## config.mk

```make
export PLATFORM = sky130hd
export DESIGN_NAME = hazard_unit_flat
export DESIGN_NICKNAME = d
export VERILOG_FILES = /design/src/rtl/hazard_unit_if.sv /design/src/rtl/hazard_unit.sv /design/src/flat_wrapper.sv
export SDC_FILE = /design/constraint.sdc
export NUM_CORES = 1
export LEC_CHECK = 0
export ABC_AREA = 1
export CORE_MARGIN = 2
export CORE_UTILIZATION = 49
export DETAILED_ROUTE_END_ITERATION = 10
export PLACE_DENSITY = 0.8
export SETUP_SLACK_MARGIN = 0.02
export SLEW_MARGIN = 20
export SYNTH_ARGS = -nofsm -noshare
export SYNTH_HDL_FRONTEND = slang
export SYNTH_SLANG_ARGS = --single-unit
```

## constraint.sdc

```tcl
create_clock -name clk_i -period 2.3 [get_ports clk_i]
set_input_delay 0.46 -clock clk_i [delete_from_list [all_inputs] [get_ports clk_i]]
set_output_delay 0.46 -clock clk_i [all_outputs]
set_load 0.02 [all_outputs]
```

## src/rtl/hazard_unit_if.sv

```systemverilog
// ID-stage hazard control bundle: IF/ID instruction and start in, pipeline enables and debug counters out.
// Latency: n/a (wires only).
// Backpressure: pc_write_o/ifid_write_o are the stall handshake back to fetch.
interface hazard_unit_if #(
    parameter int CNT_W = 16
) ();
    logic             start_i;
    logic [31:0]      inst_i;
    logic             branch_taken_i;
    logic             noop_o;
    logic             pc_write_o;
    logic             ifid_write_o;
    logic             flush_o;
    logic [CNT_W-1:0] stall_cnt_o;
    logic [CNT_W-1:0] flush_cnt_o;

    modport master (
        output start_i, inst_i, branch_taken_i,
        input  noop_o, pc_write_o, ifid_write_o, flush_o, stall_cnt_o, flush_cnt_o
    );

    modport slave (
        input  start_i, inst_i, branch_taken_i,
        output noop_o, pc_write_o, ifid_write_o, flush_o, stall_cnt_o, flush_cnt_o
    );
endinterface

```

## src/rtl/hazard_unit.sv

```systemverilog
// ID-stage load-use / branch-operand stall and taken-branch flush controller with saturating debug counters.
// Latency: control outputs are same-cycle (Mealy on inst_i); counters follow one edge later.
// Backpressure: a stall drops pc_write_o/ifid_write_o so IF/ID holds inst_i until the hazard clears.
module hazard_unit #(
    parameter int CNT_W = 16
) (
    input  logic         clk_i,
    input  logic         rst_i,
    hazard_unit_if.slave bus
);
    typedef enum logic {IDLE, RUN} state_t;

    typedef struct packed {
        logic [4:0] rd;
        logic       regwrite;
        logic       memread;
    } shadow_t;

    localparam logic [6:0] OP_ALU    = 7'b0110011;
    localparam logic [6:0] OP_ALUI   = 7'b0010011;
    localparam logic [6:0] OP_LOAD   = 7'b0000011;
    localparam logic [6:0] OP_STORE  = 7'b0100011;
    localparam logic [6:0] OP_BRANCH = 7'b1100011;
    localparam shadow_t    BUBBLE    = '0;

    state_t           state;
    shadow_t          ex_q;
    shadow_t          mem_q;
    shadow_t          dec;
    logic [CNT_W-1:0] stall_cnt;
    logic [CNT_W-1:0] flush_cnt;

    logic [6:0] op;
    logic [4:0] rs1;
    logic [4:0] rs2;
    logic       use_rs1;
    logic       use_rs2;
    logic       is_branch;
    logic       hit_ex;
    logic       hit_mem;
    logic       run;
    logic       stall;
    logic       flush;
    logic       unused_inst;

    assign op          = bus.inst_i[6:0];
    assign rs1         = bus.inst_i[19:15];
    assign rs2         = bus.inst_i[24:20];
    assign unused_inst = ^{bus.inst_i[31:25], bus.inst_i[14:12]};

    always_comb begin
        dec     = BUBBLE;
        use_rs1 = 1'b0;
        use_rs2 = 1'b0;
        case (op)
            OP_ALU: begin
                dec.regwrite = 1'b1;
                use_rs1      = 1'b1;
                use_rs2      = 1'b1;
            end
            OP_ALUI: begin
                dec.regwrite = 1'b1;
                use_rs1      = 1'b1;
            end
            OP_LOAD: begin
                dec.regwrite = 1'b1;
                dec.memread  = 1'b1;
                use_rs1      = 1'b1;
            end
            OP_STORE, OP_BRANCH: begin
                use_rs1 = 1'b1;
                use_rs2 = 1'b1;
            end
            default: ;
        endcase
        if (dec.regwrite) begin
            dec.rd = bus.inst_i[11:7];
        end
    end

    assign hit_ex  = ex_q.regwrite && (ex_q.rd != 5'd0) &&
                     ((use_rs1 && (ex_q.rd == rs1)) || (use_rs2 && (ex_q.rd == rs2)));
    assign hit_mem = mem_q.regwrite && (mem_q.rd != 5'd0) &&
                     ((use_rs1 && (mem_q.rd == rs1)) || (use_rs2 && (mem_q.rd == rs2)));

    // beq resolves in ID, so it waits for ALU results in EX and load data still in MEM.
    assign is_branch = (op == OP_BRANCH);
    assign run       = (state == RUN);
    assign stall     = run && ((ex_q.memread && hit_ex) ||
                               (is_branch && (hit_ex || (hit_mem && mem_q.memread))));
    assign flush     = run && !stall && is_branch && bus.branch_taken_i;

    assign bus.noop_o       = !run || stall;
    assign bus.pc_write_o   = run && !stall;
    assign bus.ifid_write_o = run && !stall;
    assign bus.flush_o      = flush;
    assign bus.stall_cnt_o  = stall_cnt;
    assign bus.flush_cnt_o  = flush_cnt;

    always_ff @(posedge clk_i) begin
        if (!rst_i) begin
            state     <= IDLE;
            ex_q      <= BUBBLE;
            mem_q     <= BUBBLE;
            stall_cnt <= '0;
            flush_cnt <= '0;
        end else if (state == IDLE) begin
            if (bus.start_i) begin
                state <= RUN;
            end
        end else begin
            mem_q <= ex_q;
            ex_q  <= stall ? BUBBLE : dec;
            if (stall && (stall_cnt != '1)) begin
                stall_cnt <= stall_cnt + 1'b1;
            end
            if (flush && (flush_cnt != '1)) begin
                flush_cnt <= flush_cnt + 1'b1;
            end
        end
    end
endmodule

```

## src/flat_wrapper.sv

```systemverilog
// flat-port wrapper written by rule: the top's interface ports become plain ports
module hazard_unit_flat 
#(
    parameter int CNT_W = 16
)
  (clk_i, rst_i, bus_start_i, bus_inst_i, bus_branch_taken_i, bus_noop_o, bus_pc_write_o, bus_ifid_write_o, bus_flush_o, bus_stall_cnt_o, bus_flush_cnt_o);
  hazard_unit_if #(.CNT_W(CNT_W)) bus_i ();
  input  logic clk_i;
  input  logic rst_i;
  input wire logic [$bits(bus_i.start_i)-1:0] bus_start_i;
  input wire logic [$bits(bus_i.inst_i)-1:0] bus_inst_i;
  input wire logic [$bits(bus_i.branch_taken_i)-1:0] bus_branch_taken_i;
  output wire logic [$bits(bus_i.noop_o)-1:0] bus_noop_o;
  output wire logic [$bits(bus_i.pc_write_o)-1:0] bus_pc_write_o;
  output wire logic [$bits(bus_i.ifid_write_o)-1:0] bus_ifid_write_o;
  output wire logic [$bits(bus_i.flush_o)-1:0] bus_flush_o;
  output wire logic [$bits(bus_i.stall_cnt_o)-1:0] bus_stall_cnt_o;
  output wire logic [$bits(bus_i.flush_cnt_o)-1:0] bus_flush_cnt_o;
  assign bus_i.start_i = bus_start_i;
  assign bus_i.inst_i = bus_inst_i;
  assign bus_i.branch_taken_i = bus_branch_taken_i;
  assign bus_noop_o = bus_i.noop_o;
  assign bus_pc_write_o = bus_i.pc_write_o;
  assign bus_ifid_write_o = bus_i.ifid_write_o;
  assign bus_flush_o = bus_i.flush_o;
  assign bus_stall_cnt_o = bus_i.stall_cnt_o;
  assign bus_flush_cnt_o = bus_i.flush_cnt_o;
  hazard_unit #(.CNT_W(CNT_W)) u_core (.clk_i(clk_i), .rst_i(rst_i), .bus(bus_i));
endmodule
```

* Yosys cells after proc, flatten, opt, wreduce, memory -nomap -nowiden
Index checks and enable logic that the tools add are counted.
Operators by class: reduce and logical (&&, ||, !) cells 31, muxes and demuxes 8, add/sub/neg operators 2, equality and inequality tests 11
Operators with widths (count):
- 16-bit by 1-bit adder with 16-bit output, second input constant | 2
- 16-bit inequality test, second input constant | 2
- 5-bit equality test | 4
- 1-bit logical AND | 17
- 7-bit by 6-bit equality test with 1-bit output, second input constant | 2
- 5-bit nonzero test | 2
- 7-bit by 2-bit equality test with 1-bit output, second input constant | 1
- 7-bit by 5-bit equality test with 1-bit output, second input constant | 1
- 7-bit equality test, second input constant | 1
- 7-bit 2-to-1 mux | 1
- 1-bit 2-to-1 mux | 6
- 3-bit OR reduction | 2
- 1-bit logical OR | 5
- 5-bit 2-to-1 mux | 1
- 5-bit OR reduction | 1
- 2-bit AND reduction | 2
- 1-bit logical NOT | 2
Word-level totals: logic and storage cells 61, register bits 47, output and inout port bits 36, input bits 36

* Longest topological paths before layout
depth after elaboration 17, mapped depth 13, depth with buffers taken out 13

* Worst setup path before layout
No wires, ideal clock.
path type input -> output, start input port bus_inst_i[3], end output port bus_pc_write_o, path buffers 1, setup slack 0.244 ns, data required time 1.840 ns, data arrival time 1.596 ns, stages on the path 9, cells stage by stage nor3_2 -> nand2_1 -> a21oi_1 -> nand2_2 -> nand2_4 -> nand2_2 -> nand2_2 -> inv_2 -> buf_4
Between the ends: longest elaborated chain between the ends 13, elaborated cells between the ends (all ways) 25, those cells by class eq/ne (5); mux (2); reduce/logical (18)
RTL lines:
- start: declaration | line flat_wrapper.sv:11 | input wire logic [$bits(bus_i.inst_i)-1:0] bus_inst_i;
- 7-bit by 6-bit equality test with 1-bit output, or another cell as far along | line hazard_unit.sv:55 | case (op)
- 5-bit OR reduction (no line) or 3-bit OR reduction (tied branches)
- 1-bit 2-to-1 mux | line hazard_unit.sv:55
- 1-bit logical AND | line hazard_unit.sv:84 | ((use_rs1 && (mem_q.rd == rs1)) || (use_rs2 && (mem_q.rd == rs2)));
- 1-bit logical OR | line hazard_unit.sv:84
- 1-bit logical AND | line hazard_unit.sv:83 | assign hit_mem = mem_q.regwrite && (mem_q.rd != 5'd0) &&
- 1-bit logical AND | line hazard_unit.sv:90 | (is_branch && (hit_ex || (hit_mem && mem_q.memread))));
- 1-bit logical OR | line hazard_unit.sv:90
- 1-bit logical AND | line hazard_unit.sv:90
- 1-bit logical OR * | line hazard_unit.sv:89 | assign stall = run && ((ex_q.memread && hit_ex) ||
- 1-bit logical AND * | line hazard_unit.sv:89
- 1-bit logical NOT *
- 1-bit logical AND *
- end: declaration | line flat_wrapper.sv:14 | output wire logic [$bits(bus_i.pc_write_o)-1:0] bus_pc_write_o;
Every way passes the cells marked *; elsewhere a longest branch is shown, timed or not.

* Final worst setup path
start register u_core.ex_q[2] (netlist bit), end output port bus_ifid_write_o
Between the ends: longest elaborated chain between the ends 10, elaborated cells between the ends (all ways) 15, those cells by class eq/ne (2); reduce/logical (13)
RTL lines:
- start: declaration | line hazard_unit.sv:27 | shadow_t ex_q;
- start signal: assignment | line hazard_unit.sv:113 | ex_q <= stall ? BUBBLE : dec;
- 5-bit equality test | line hazard_unit.sv:82 | ((use_rs1 && (ex_q.rd == rs1)) || (use_rs2 && (ex_q.rd == rs2)));
- 1-bit logical AND | line hazard_unit.sv:82
- 1-bit logical OR | line hazard_unit.sv:82
- 1-bit logical AND * | line hazard_unit.sv:81 | assign hit_ex = ex_q.regwrite && (ex_q.rd != 5'd0) &&
- 1-bit logical OR | line hazard_unit.sv:90
- 1-bit logical AND | line hazard_unit.sv:90
- 1-bit logical OR * | line hazard_unit.sv:89
- 1-bit logical AND * | line hazard_unit.sv:89
- 1-bit logical NOT * | line hazard_unit.sv:95 | assign bus.ifid_write_o = run && !stall;
- 1-bit logical AND * | line hazard_unit.sv:95
- end: declaration | line flat_wrapper.sv:15 | output wire logic [$bits(bus_i.ifid_write_o)-1:0] bus_ifid_write_o;
Marks and branches as above.

==> results by group <==
Status
  • Outcome: complete, no violations

Timing
  • Max-slew violations: 0
  • Final worst path period share: 95.0%
  • Final Skew: 0.00469 ns
  • Max Fclk: 458 MHz
  • Worst-Margin Slew: 0.403 ns
  • Max_slew headroom: 72.9%
  • RSZ-0062 raised after global routing: no
  • # setup viols final: 0
  • Post-layout min period: 2.18 ns
  • Fin. Hold Viols: 0

Placement
  • Port Buf Inserts: 61
  • DP HPWL: 5250 um
  • Placed cell count: 589
  • DP Area: 3600 um2
  • RePlAce Congestion: 0.837

GRT
  • Largest net degree at the start of global routing: 19
  • Vias in the first global route: 2824
  • Total GRT Usage: 23.6%
  • Global-route wire length before repair: 12000 um
  • Antenna violations before repair: 0
  • Remaining Overflow, GRT: 0

Yosys
  • Synth Instances: 447
  • #FFs+latches synth: 47
  • Mux cell area share after synthesis: 0%
  • Top post-synthesis cells by area: dfxtp_1 34%, nand2_1 17%, nor2_1 9.1%
  • FFs w/ async S/R, synth: 0%
  • Largest family of logic cells by synthesized area: simple AND/OR/NAND/NOR gates
  • Register area share after synthesis: 33.6%
  • Synthesized Nets: 485
  • YS warnings: 0
  • Yosys top cell area share: 33.6%
  • Post-synthesis simple-gate area fraction: 43.0%
  • Synth Area per Inst: 6.26 um2
  • Area leader, netlist: dfxtp_1
  • Main synth FF type: dfxtp_1
  • Post-synthesis adder-cell area fraction: 0.894%
  • Synth cell count leaders: 128 x nand2_1, 68 x nor2_1, 47 x dfxtp_1
  • Yosys cell types: 32
  • Synth Area in Compound Gates: 9.61%
  • Post-Synth XOR/XNOR Area: 4.07%
  • Number of synthesized flops with an enable pin: 0
  • Most frequent cell after synthesis: nand2_1
  • Synthesized cell area: 2800 um2

Drt
  • Detailed-route wire length per cell: 12.2 um
  • DR iter-0 viols: 119
  • Detailed Routing Iterations Pass 1: 4
  • DRC: 0
  • Avg Vias per Cell: 5.00
  • Met3 Wirelength: 249 um
  • Routed vias: 3030
  • WL met1: 3310 um
  • WL final: 7370 um
  • Post-DRT Antenna Nets: 0
  • Max layer used: met4
  • Metal2 WL: 3680 um

Power
  • Cell Pwr Density: 412 nW/um2
  • Static leakage: 1.65 nW
  • Total power: 1.56 mW
  • Worst VDD drop: 0.000314 V

Floorplanning
  • Ports: 72
  • Starting Density: 50.9%
  • Core Area: 5510 um2
  • Die height: 79.6 um
  • Die width: 79.6 um
  • Row count: 27
  • Die area: 6340 um2

Setup path
  • Worst Setup End Kind: output port
  • Crit start category: flop
  • Critical Path AT: 1.72 ns
  • Worst-path maximum fanout: 4
  • Worst Setup Path Type: reg2out
  • Worst path required time: 1.84 ns

Layout
  • Area grow syn2layout: 35.4%
  • N_diodes: 0
  • Final core occ: 68.8%
  • Final Cell Area: 3790 um2
  • Share of cells above drive strength 1: 15.7%
  • Finished Layout Cells: 606
  • Fin nets: 571
  • Fill cells: 507

CTS
  • Clock buffer depth: 2
  • Post-CTS Hold Fix Bufs: 0
  • Total clock sinks: 47
  • CTS buffer count: 5
  • Clk_lat worst skew: 0.31 ns
  • H-Tree Depth: 2
  • Root buffer cell: clkbuf_8
  • Clock slew at the register clock pins of the worst setup and hold paths: 0.09 ns
  • CTS tree: built

Worst hold path
  • Hold Path Class: reg2reg

Run
  • Max cap viols: 0
repair_timing:
action,4_1_cts,5_1_grt
endpoints found under the setup margin,4,4
resized for setup,50,3
setup buffers,8,1
pin swaps,11,1
layout make-up:
class / instances / area, um2 / area share [%]
Tap cell: 72 / 90.1 / 2.38
Multi-Input combinational cell: 337 / 1650 / 43.6
Inverter: 53 / 201 / 5.31
Clock inverter: 2 / 16.3 / 0.429
Sequential cell: 47 / 942 / 24.9
Clock buffer: 6 / 82.6 / 2.18
Timing Repair Buffer: 89 / 806 / 21.3
cell families (layout without fill, tap and decap cells):
| family | after synthesis | in the layout |
|---|---|---|
| AND/OR/NAND/NOR | 270 | 270 |
| adder cells (fa/ha/maj) | 2 | 2 |
| buffers and inverters | 63 | 150 |
| AO/OA/AOI/OAI | 52 | 52 |
| flip-flops | 47 | 47 |
| XOR/XNOR | 13 | 13 |
cell usage in the layout (no fill, tap or decap), types with 2 or more instances in the layout:
cell type        instances
a21oi_1                 34
a21oi_2                  2
buf_4                   28
buf_6                    3
clkbuf_8                 6
clkdlybuf4s50_1         40
dfxtp_1                 46
dlygate4sd2_1           15
dlymetal6s2s_1           2
ha_1                     2
inv_1                   40
inv_2                   11
nand2_1                125
nand2_2                  7
nand2_4                  3
nand3_1                 33
nand4_1                 10
nor2_1                  65
nor2_2                   9
nor2_4                   4
nor3_1                   4
nor4_1                   2
o21a_1                   2
o21ai_0                  9
o21ai_1                  5
xnor2_1                  5
xor2_1                   8
registers in the layout, summed over array words and instances, names as in the netlist:
signal	count
u_core.bus.flush_cnt_o	16
u_core.mem_q	7
u_core.run	1
u_core.bus.stall_cnt_o	16
u_core.ex_q	7
critical path: stages (launching register included):
cell and delay, ns:
dfxtp_1 0.45, inv_2 0.08, nand2_1 0.06, nand2_1 0.05, nor2_1 0.13, nand3_1 0.10, nand2_2 0.09, nand2_2 0.07
nand2_4 0.07, nand2_4 0.06, nand2_4 0.08, inv_4 0.05, buf_6 0.12
per-layer routing:
layer	vias up	GRT usage [%]
li1	1596	-
met1	1360	28.1
met2	63	42.3
met3	11	4.19
met4	0	8.45
met5	-	0
path summary, 6_finish.rpt:
path,startpoint,end,slack (ns),depth (start not counted)
setup / recovery,u_core.ex_q[2],bus_ifid_write_o,0.12,12
hold / removal,u_core.bus.stall_cnt_o[8],u_core.bus.stall_cnt_o[8],0.46,2
hold reg to reg,u_core.bus.stall_cnt_o[8],u_core.bus.stall_cnt_o[8],0.46,2
setup reg to reg,u_core.ex_q[2],u_core.bus.stall_cnt_o[13],0.32,15
stage by stage:
step           setup TNS, ns  setup slack (ns)  hold WS, ns
2_1_floorplan              0             0.244        0.445
3_5_place_dp           -3.63            -0.598        0.456
6_report                   0             0.116        0.463
3_3_place_gp           -2.45            -0.547        0.451
5_1_grt                    0            0.0283        0.503
4_1_cts                    0            0.0647        0.468
report_power, final:
| part | switching (mW) | internal [mW] |
|---|---|---|
| Clock | 0.304 | 0.246 |
| Sequential | 0.0115 | 0.823 |
| Combinational | 0.0942 | 0.0816 |
| Total | 0.410 | 1.15 |
Power figures use the tool's default switching activity.
